$ cat config.mk
export PLATFORM = sky130hd
export DESIGN_NAME = ifetch_queue
export DESIGN_NICKNAME = d
export VERILOG_FILES = /design/src/rtl/ifetch_queue_pkg.sv /design/src/rtl/ifetch_queue_fifo.sv /design/src/rtl/ifetch_queue_imem.sv /design/src/rtl/ifetch_queue.sv
export SDC_FILE = /design/constraint.sdc
export NUM_CORES = 1
export LEC_CHECK = 0
export ABC_CLOCK_PERIOD_IN_PS = 9300
export CORE_MARGIN = 5
export CORE_UTILIZATION = 50
export CTS_CLUSTER_SIZE = 8
export DETAILED_ROUTE_END_ITERATION = 8
export DONT_BUFFER_PORTS = 1
export HOLD_SLACK_MARGIN = 0.06
export PLACE_DENSITY = 0.72
export REMOVE_ABC_BUFFERS = 1
export SLEW_MARGIN = 20
export SYNTH_ARGS = -nofsm -noshare
export SYNTH_HDL_FRONTEND = slang
export SYNTH_HIERARCHICAL = 1
export SYNTH_SLANG_ARGS = --single-unit
$ cat constraint.sdc
create_clock -name clk -period 9.3 [get_ports clk]
set_input_delay 1.86 -clock clk [delete_from_list [all_inputs] [get_ports clk]]
set_output_delay 1.86 -clock clk [all_outputs]
set_load 0.005 [all_outputs]
$ cat src/rtl/ifetch_queue_pkg.sv
`default_nettype none
//------------------------------------------------------------------------------
// Module : ifetch_queue_pkg
// Brief  : Shared widths, reset defaults and sizing helpers for the fetch queue.
// Rev    : 1.0 - initial release
//------------------------------------------------------------------------------
package ifetch_queue_pkg;

   localparam int unsigned DEF_WORD     = 32;
   localparam logic [31:0] DEF_RESET_PC = 32'd0;
   localparam logic [31:0] DEF_MEM_BASE = 32'hA000_0000;

   function automatic int unsigned ptr_width(input int unsigned depth);
      return (depth > 1) ? $clog2(depth) : 1;
   endfunction

   // One extra bit so a completely full FIFO is distinguishable from empty.
   function automatic int unsigned cnt_width(input int unsigned depth);
      return $clog2(depth) + 1;
   endfunction

endpackage
`default_nettype wire

$ cat src/rtl/ifetch_queue_fifo.sv
`default_nettype none
//------------------------------------------------------------------------------
// Module : ifetch_queue_fifo
// Brief  : Flat-register FIFO with synchronous clear, occupancy count, full/empty.
// Rev    : 1.0 - initial release
//------------------------------------------------------------------------------
module ifetch_queue_fifo
   import ifetch_queue_pkg::*;
#(
   parameter int unsigned WIDTH = 96,
   parameter int unsigned DEPTH = 4
) (
   input  logic                     clk,
   input  logic                     rst_n,
   input  logic                     clr,
   input  logic                     wr,
   input  logic [WIDTH-1:0]         wr_data,
   input  logic                     rd,
   output logic [WIDTH-1:0]         rd_data,
   output logic [$clog2(DEPTH):0]   count,
   output logic                     full,
   output logic                     empty
);

   localparam int unsigned PW = ptr_width(DEPTH);
   localparam logic [$clog2(DEPTH):0] FULL_C = DEPTH[$clog2(DEPTH):0];

   logic [WIDTH-1:0]         mem_q [DEPTH];
   logic [WIDTH-1:0]         mem_d [DEPTH];
   logic [PW-1:0]            wr_ptr_q, wr_ptr_d;
   logic [PW-1:0]            rd_ptr_q, rd_ptr_d;
   logic [$clog2(DEPTH):0]   count_q, count_d;

   // Clear wins over any same-cycle write or read.
   always_comb begin
      mem_d    = mem_q;
      wr_ptr_d = wr_ptr_q;
      rd_ptr_d = rd_ptr_q;
      count_d  = count_q;
      if (clr) begin
         wr_ptr_d = '0;
         rd_ptr_d = '0;
         count_d  = '0;
      end else begin
         if (wr) begin
            mem_d[wr_ptr_q] = wr_data;
            wr_ptr_d        = wr_ptr_q + 1'b1;
         end
         if (rd) begin
            rd_ptr_d = rd_ptr_q + 1'b1;
         end
         case ({wr, rd})
            2'b10:   count_d = count_q + 1'b1;
            2'b01:   count_d = count_q - 1'b1;
            default: count_d = count_q;
         endcase
      end
   end

   always_ff @(posedge clk or negedge rst_n) begin
      if (!rst_n) begin
         for (int i = 0; i < int'(DEPTH); i++) begin
            mem_q[i] <= '0;
         end
         wr_ptr_q <= '0;
         rd_ptr_q <= '0;
         count_q  <= '0;
      end else begin
         mem_q    <= mem_d;
         wr_ptr_q <= wr_ptr_d;
         rd_ptr_q <= rd_ptr_d;
         count_q  <= count_d;
      end
   end

   assign rd_data = mem_q[rd_ptr_q];
   assign count   = count_q;
   assign full    = (count_q == FULL_C);
   assign empty   = (count_q == '0);

endmodule
`default_nettype wire

$ cat src/rtl/ifetch_queue_imem.sv
`default_nettype none
//------------------------------------------------------------------------------
// Module : ifetch_queue_imem
// Brief  : Synchronous-read instruction ROM; output register clears on reset.
// Rev    : 1.0 - initial release
//------------------------------------------------------------------------------
module ifetch_queue_imem
   import ifetch_queue_pkg::*;
#(
   parameter int unsigned      WORD     = DEF_WORD,
   parameter int unsigned      SIZE     = 1024,
   parameter logic [WORD-1:0]  MEM_BASE = WORD'(DEF_MEM_BASE)
) (
   input  logic                    clk,
   input  logic                    rst_n,
   input  logic                    rd_en,
   input  logic [$clog2(SIZE)-1:0] addr,
   output logic [WORD-1:0]         rdata
);

   logic [WORD-1:0] rdata_q;
   logic [WORD-1:0] rdata_d;

   // Word i holds MEM_BASE + i; stands in for the loaded program image.
   always_comb begin
      rdata_d = rdata_q;
      if (rd_en) begin
         rdata_d = MEM_BASE + WORD'(addr);
      end
   end

   always_ff @(posedge clk or negedge rst_n) begin
      if (!rst_n) begin
         rdata_q <= '0;
      end else begin
         rdata_q <= rdata_d;
      end
   end

   assign rdata = rdata_q;

endmodule
`default_nettype wire

$ cat src/rtl/ifetch_queue.sv
`default_nettype none
//------------------------------------------------------------------------------
// Module : ifetch_queue
// Brief  : Credit-based decoupled fetch stage: PC, one ROM read per cycle, FIFO to decode.
// Rev    : 1.0 - initial release
//------------------------------------------------------------------------------
module ifetch_queue
   import ifetch_queue_pkg::*;
#(
   parameter int unsigned     WORD     = DEF_WORD,
   parameter logic [WORD-1:0] STEP     = WORD'(1),
   parameter int unsigned     SIZE     = 1024,
   parameter int unsigned     DEPTH    = 4,
   parameter logic [WORD-1:0] RESET_PC = WORD'(DEF_RESET_PC)
) (
   input  logic            clk,
   input  logic            reset,
   input  logic            PCSrc,
   input  logic [WORD-1:0] BrDest,
   input  logic            out_ready,
   output logic            out_valid,
   output logic [WORD-1:0] IR,
   output logic [WORD-1:0] nPC,
   output logic [WORD-1:0] out_pc,
   output logic [WORD-1:0] fetch_pc
);

   localparam int unsigned  AW = $clog2(SIZE);
   localparam int unsigned  CW = cnt_width(DEPTH);
   localparam int unsigned  EW = 3 * WORD;
   localparam logic [CW:0]  DEPTH_C = DEPTH[CW:0];

   logic [WORD-1:0] pc_q, pc_d;
   logic [WORD-1:0] inflight_pc_q, inflight_pc_d;
   logic            inflight_q, inflight_d;

   logic [WORD-1:0] mem_data;
   logic [EW-1:0]   wr_entry;
   logic [EW-1:0]   head;
   logic [CW-1:0]   count;
   logic            fifo_full;
   logic            fifo_empty;
   logic [CW:0]     credit;
   logic            pop;
   logic            issue;
   logic            enq;

   // Credit counts the outstanding read as occupied so an enqueue never meets a full FIFO.
   always_comb begin
      pop    = ~fifo_empty & out_ready & ~PCSrc;
      credit = {1'b0, count} + {{CW{1'b0}}, inflight_q} - {{CW{1'b0}}, pop};
      issue  = ~PCSrc & (credit < DEPTH_C);
      enq    = inflight_q & ~PCSrc & ~fifo_full;

      pc_d          = pc_q;
      inflight_d    = issue;
      inflight_pc_d = inflight_pc_q;
      if (PCSrc) begin
         pc_d = BrDest;
      end else if (issue) begin
         pc_d          = pc_q + STEP;
         inflight_pc_d = pc_q;
      end
   end

   always_ff @(posedge clk or negedge reset) begin
      if (!reset) begin
         pc_q          <= RESET_PC;
         inflight_pc_q <= '0;
         inflight_q    <= 1'b0;
      end else begin
         pc_q          <= pc_d;
         inflight_pc_q <= inflight_pc_d;
         inflight_q    <= inflight_d;
      end
   end

   ifetch_queue_imem #(
      .WORD (WORD),
      .SIZE (SIZE)
   ) u_imem (
      .clk   (clk),
      .rst_n (reset),
      .rd_en (issue),
      .addr  (pc_q[AW-1:0]),
      .rdata (mem_data)
   );

   assign wr_entry = {mem_data, inflight_pc_q, inflight_pc_q + STEP};

   ifetch_queue_fifo #(
      .WIDTH (EW),
      .DEPTH (DEPTH)
   ) u_fifo (
      .clk     (clk),
      .rst_n   (reset),
      .clr     (PCSrc),
      .wr      (enq),
      .wr_data (wr_entry),
      .rd      (pop),
      .rd_data (head),
      .count   (count),
      .full    (fifo_full),
      .empty   (fifo_empty)
   );

   // Stale head contents are hidden while the queue is empty.
   always_comb begin
      out_valid = ~fifo_empty;
      IR        = '0;
      out_pc    = '0;
      nPC       = '0;
      if (!fifo_empty) begin
         IR     = head[EW-1 -: WORD];
         out_pc = head[2*WORD-1 -: WORD];
         nPC    = head[WORD-1:0];
      end
   end

   assign fetch_pc = pc_q;

endmodule
`default_nettype wire

# [After elaboration in Yosys (flattened, before gate mapping)]
# Index checks and enable logic that the tools add are counted.
[word_totals] ff_bits=488 latchBits=0 ramBits=0 mem_bits_ro=0 inputBits=36 out_inout_bits=129 elab_cells=62 mem_count=0
[op_classes] addsub=9 mul=0 div=0 magnitude_cmp=4 n_eq_ne=3 shifts=0 mux=17 bitwise=10 reduce_logical=8
[op_table] cell="$bwmux 384" n=1
[op_table] cell="$mux 96" n=3
[op_table] cell="$bmux 96 s2" n=1
[op_table] cell="$demux 96 s2" n=1
[op_table] cell="$mux 32" n=5
[op_table] cell="$add 32x1->32 const B" n=2
[op_table] cell="$add 32x10->32 const A" n=1
[op_table] cell="$mux 2" n=4
[op_table] cell="$ge 3x3->1 const B" n=2
[op_table] cell="$not 2->3" n=2
[op_table] cell="$pmux 3 s2" n=1
[op_table] cell="$reduce_bool 2->1" n=3
[op_table] cell="$and 1x1->1" n=5
[op_table] cell="$add 2x1->2 const B" n=2
[op_table] cell="$add 3x1->4" n=1
[op_table] cell="$lt 4x3->1 const B" n=1
[op_table] cell="$reduce_and 2->1" n=2
[op_table] cell="$sub 4x1->4" n=1
[op_table] cell="$add 3x1->3 const B" n=1
[op_table] cell="$eq 3x3->1 const B" n=1
[op_table] cell="$logic_not 3->1" n=1
[op_table] cell="$lt 3x1->1 const B" n=1
[op_table] cell="$mux 3" n=1
[op_table] cell="$not 1->1" n=3
[op_table] cell="other kinds (5)" n=5

# [Logic depth before layout (Yosys ltp)]
[depth] word_depth=9 mapped_depth=15 depth_no_buf=11

# [Cells and area by module]
# Netlist, hierarchy kept.
[by_module_without_submodules] mod="ifetch_queue_fifo" instances=1 cells_each=970 area_per_inst_um2=17608.1 seq_area_each_um2=9784.4
[by_module_without_submodules] mod="ifetch_queue" instances=1 cells_each=484 area_per_inst_um2=4520.6 seq_area_each_um2=1626.6
[by_module_without_submodules] mod="ifetch_queue_imem" instances=1 cells_each=45 area_per_inst_um2=600.6 seq_area_each_um2=275.3

# [Worst setup path before layout]
# No wires, ideal clock.
[synth_path] kind="input port to flip-flop" from="input port PCSrc" to="register u_imem.rdata_q[0] (netlist: u_imem/rdata[0])" setup_ps=125 arrival_ps=4532 t_required_ps=9175 slack_ps=4642 cell_stages=14 n_path_buf=4 cell_sequence="buf_6 -> inv_2 -> and3_1 -> ha_1 -> inv_1 -> ha_1 -> and3b_1 -> buf_6 -> nor4_4 -> nor2_1 -> nor2_2 -> buf_2 -> buf_6 -> mux2_4"
[synth_via] elab_chain_cells=5
[synth_rtl] item="from (decl)" line_no="ifetch_queue.sv:18" source="input logic PCSrc,"
[synth_rtl] item="$not 1->1 (no source line)"
[synth_rtl] item="$and 1x1->1" line_no="ifetch_queue.sv:50" source="pop = ~fifo_empty & out_ready & ~PCSrc;"
[synth_rtl] item="named net pop" line_no="ifetch_queue.sv:44" source="logic pop;"
[synth_rtl] item="$sub 4x1->4" line_no="ifetch_queue.sv:51" source="credit = {1'b0, count} + {{CW{1'b0}}, inflight_q} - {{CW{1'b0}}, pop};"
[synth_rtl] item="$lt 4x3->1" line_no="ifetch_queue.sv:52" source="issue = ~PCSrc & (credit < DEPTH_C);"
[synth_rtl] item="$and 1x1->1" line_no="ifetch_queue.sv:52"
[synth_rtl] item="named net inflight_d" line_no="ifetch_queue.sv:35" source="logic inflight_q, inflight_d;"
[synth_rtl] item="to (signal assigned)" line_no="ifetch_queue_imem.sv:36" source="rdata_q <= rdata_d;"
[synth_rtl] item="to (decl)" line_no="ifetch_queue_imem.sv:21" source="logic [WORD-1:0] rdata_q;"
# The timed path passes the listed nets, and every way through them passes these cells.
# A chain may end at the register's enable or synchronous reset.

# [Worst setup path in the final report]
[layout_path] from="input port PCSrc" to="register inflight_pc_q[1]"
[layout_via] elab_chain_cells=6
[layout_rtl] item="$not 1->1 (no source line)"
[layout_rtl] item="$and 1x1->1" line_no="ifetch_queue.sv:50"
[layout_rtl] item="named net pop" line_no="ifetch_queue.sv:44"
[layout_rtl] item="$sub 4x1->4" line_no="ifetch_queue.sv:51"
[layout_rtl] item="$lt 4x3->1" line_no="ifetch_queue.sv:52"
[layout_rtl] item="$and 1x1->1" line_no="ifetch_queue.sv:52"
[layout_rtl] item="$reduce_and 2->1 (no source line)"
[layout_rtl] item="to (signal assigned)" line_no="ifetch_queue.sv:73" source="inflight_pc_q <= inflight_pc_d;"
[layout_rtl] item="to (decl)" line_no="ifetch_queue.sv:34" source="logic [WORD-1:0] inflight_pc_q, inflight_pc_d;"
# The timed path passes the listed nets, and every way through them passes these cells.

==> reports/metrics.csv <==
stage;metric;value;unit
outcome;outcome;completed;
yosys;syn_avg_cell_area;15.16;µm²
worst_setup_path;required;9.73;ns
worst_setup_path;cp_slowest_cell;nor4_4;
worst_setup_path;critical_path.max_stage_delay;0.74;ns
floorplanning;die_h;223.2;µm
min_path;whs_path_depth;1;
cells_and_area;fin_area;24770;µm²
clock_network;cts_resized;0;
global_routing;track_usage;0.2066;
clock_network;cts_tree;done;
sta;rsz0062_at_grt;no;
sta;tns;0;ns
clock_network;clkSinkCount;467;
cells_and_area;final_cell_mix;465 x dfrtp_1, 264 x mux2_2, 169 x mux2_4, 98 x nor2b_1, 96 x mux4_2;
clock_network;cts_hold_buf;0;
sta;period_share;0.5672;
worst_setup_path;end_kind;flip-flop;
routing;antenna_left;0;
pwr;cellLeakagePower;0.01135;µW
flow_run;maxCapViolCount;0;
clock_network;cts_root_buf;clkbuf_16;
place;gp_congestion;0.8330;
sta;slew_violations;0;
routing;wl_met1;22950;µm
clock_network;insertion_delay;0.56;ns
clock_network;cts.path.max_buffers;3;
cells_and_area;stdcell_count;2094;
global_routing;grt_pass1_wl;81600;µm
worst_setup_path;cp.arrival;5.71;ns
pwr;ir_drop;153.7;µV
place;place_area;22910;µm²
min_path;hp-class;flip-flop to flip-flop;
routing;drt-total-wl;51370;µm
pwr;finalPower;7602;µW
global_routing;grt_antenna_before_repair;6;
floorplanning;pin_count;165;
clock_network;clkTransAtPathRegs;0.05;ns
sta;slew_headroom;0.2301;
clock_network;ctsHtreeMaxLevel;3;
sta;fin_skew;0.01251;ns
routing;drtPass1Iterations;4;
routing;wire_per_inst;24.53;µm
yosys;synth-seq-area-share;0.5141;
cells_and_area;area_growth;8.973;%
yosys;ys_warn_count;6;
floorplanning;row_count;78;
yosys;ys_seq_elements;467;
min_path;hold_path_end;u_fifo/mem_q[127];
worst_setup_path;crit_path_max_fanout;52;
global_routing;grt_max_degree;468;
place;dp_hpwl;30580;µm
sta;setup_violations;0;
worst_setup_path;cp-start-kind;input port;
worst_setup_path;worstPathCellList;inv_2 -> and3_1 -> ha_1 -> inv_1 -> ha_1 -> and3b_1 -> nor4_4 -> nor2_1 -> nor2_4 -> buf_4 -> mux2_2;
clock_network;cts_setup_buffers;0;
worst_setup_path;r2r-end;inflight_pc_q[1];
sta;finalWorstPathRequiredPeriod;5.275;ns
routing;dr_wl_met2;24570;µm
yosys;synthCells;1499;
cells_and_area;drive_gt1_frac;0.4223;
sta;max_clock_freq;189.6;MHz
worst_setup_path;reg2reg_depth;12;
cells_and_area;layout_commonest_cell;dfrtp_1;
floorplanning;die_w;223.2;µm
worst_setup_path;crit_path_frequent_cell;ha_1;
floorplanning;core_area;45190;µm²
worst_setup_path;crit_type;input port to flip-flop;
floorplanning;initial_core_util;0.5030;
yosys;async_flop_share;1.000;
clock_network;cts_buffers;68;
routing;drt_iter0_markers;779;
min_path;min_from;u_fifo/mem_q[127];
routing;routed-wl-met3;2833;µm
floorplanning;die_area;49820;µm²
place;portBuffers;0;
worst_setup_path;r2r_start;u_fifo/count[0];
yosys;synth_area;22730;µm²
place;dp.cells;2015;
sta;hold_viol;0;
yosys;synth_edf_count;0;
pwr;p_per_area;306.9;nW/µm²
routing;post_drt_via_cell_ratio;5.893;
routing;drc;0;
global_routing;overflow;0;
sta;tightest_slew;1.155;ns
routing;maxUsedRoutingLayer;met5;
yosys;synth_cell_type_count;52;
routing;vias;12339;
cells_and_area;nets;1531;
global_routing;grt_pass1_vias;13722;
worst_setup_path;r2r_slack;4.88;ns
yosys;synth-main-ff-cell;dfrtp_1;
## worst max path at each step
stage | from | to | slack [ns] | cells after the start
final | PCSrc | inflight_pc_q[1] | 4.03 | 11
after floorplan | u_fifo/count[1] | inflight_pc_q[0] | -0.05 | 11
after global routing | PCSrc | inflight_pc_q[1] | 3.87 | 11
after detailed placement | PCSrc | inflight_pc_q[0] | 3.49 | 11
after global placement | PCSrc | inflight_pc_q[2] | 3.63 | 11
after CTS | PCSrc | inflight_pc_q[1] | 4.05 | 11
## logic make-up (layout without fill, tap and decap cells)
kind of cell	after synthesis	after routing	synth area share
xor gates and xnor gates	61	61	0.02351
adders and majority gates	10	10	0.005835
other	1	22	0.0001650
buffers and inverters	121	95	0.03490
and+or+nand+nor	247	247	0.06435
AOI/OAI and AO/OA	60	60	0.01822
muxes	532	532	0.3389
DFF	467	467	0.5141
## flip-flops by register name (all words and copies together) (netlist names)
| signal | flops |
|---|---|
| u_fifo/mem_q | 384 |
| u_fifo/count | 3 |
| u_fifo/wr_ptr_q | 2 |
| u_imem/rdata | 11 |
| u_fifo/rd_ptr_q | 2 |
| inflight_q | 1 |
| fetch_pc | 32 |
| inflight_pc_q | 32 |
## stage by stage
stage	setup slack, ns	util	hold slack (ns)
after floorplan	-0.05375	-	0.4741
after global placement	3.628	0.5070	0.4814
after detailed placement	3.491	0.5070	0.4871
after CTS	4.050	0.5480	0.4973
after global routing	3.867	0.5480	0.5021
final	4.025	0.5482	0.4970
## report_power, final
part           total [µW]  switching (µW)  internal [µW]  leakage (µW)
Sequential           3250             568           2690       0.00606
Combinational        2150             876           1270       0.00438
Clock                2200             823           1380      0.000910
Total                7600            2270           5330        0.0114
## cells in the mapped netlist (2+ instances only)
| library cell | instances | share of area |
|---|---|---|
| a211oi_1 | 3 | 0.00099 |
| nand4_1 | 11 | 0.0030 |
| mux2i_1 | 3 | 0.0013 |
| dfrtp_1 | 467 | 0.51 |
| xor2_1 | 19 | 0.0073 |
| nor3b_1 | 5 | 0.0017 |
| mux2_4 | 169 | 0.11 |
| mux2_2 | 264 | 0.13 |
| and2_1 | 5 | 0.0014 |
| nand2_1 | 37 | 0.0061 |
| nand2_4 | 4 | 0.0020 |
| o2111ai_1 | 12 | 0.0046 |
| and4_1 | 5 | 0.0019 |
| dlygate4sd3_1 | 2 | 0.00088 |
| clkbuf_1 | 23 | 0.0038 |
| buf_4 | 25 | 0.0083 |
| o211ai_1 | 5 | 0.0017 |
| buf_6 | 25 | 0.012 |
| a31oi_1 | 5 | 0.0014 |
| nand3_1 | 20 | 0.0044 |
| xnor2_1 | 42 | 0.016 |
| nor2b_1 | 98 | 0.027 |
| nor4_1 | 4 | 0.0011 |
| nor2_1 | 18 | 0.0030 |
| a2111oi_2 | 3 | 0.0020 |
| o21ai_1 | 4 | 0.00088 |
| and3_1 | 17 | 0.0047 |
| o21ai_0 | 24 | 0.0053 |
| and3b_1 | 2 | 0.00077 |
| inv_1 | 9 | 0.0015 |
| mux4_2 | 96 | 0.095 |
| ha_1 | 9 | 0.0050 |
| or3_1 | 6 | 0.0017 |
| nor3_1 | 5 | 0.0011 |
| buf_2 | 36 | 0.0079 |
## worst max-delay path: cells and delay by family
family        cells  cell delay (ns)
fa+ha+maj         2             0.45
buf+inv           3             0.73
simple gates      5             2.24
mux               1             0.39
## cell type report
cell class	count	area (µm²)
fill	3620	20420
inverter	10	37.54
sequential	467	11690
multi-input combinational	930	10370
timing repair buffer	8	63.81
tap	600	750.7
clock buffer	77	1852
antenna	2	5.005
## per-layer routing
layer,GRT usage,up-vias
li1,-,5366
met1,0.2894,6630
met2,0.3271,264
met3,0.05066,77
met4,0.05474,2
met5,0,-
No activity file was read; power rests on OpenSTA's default activity.
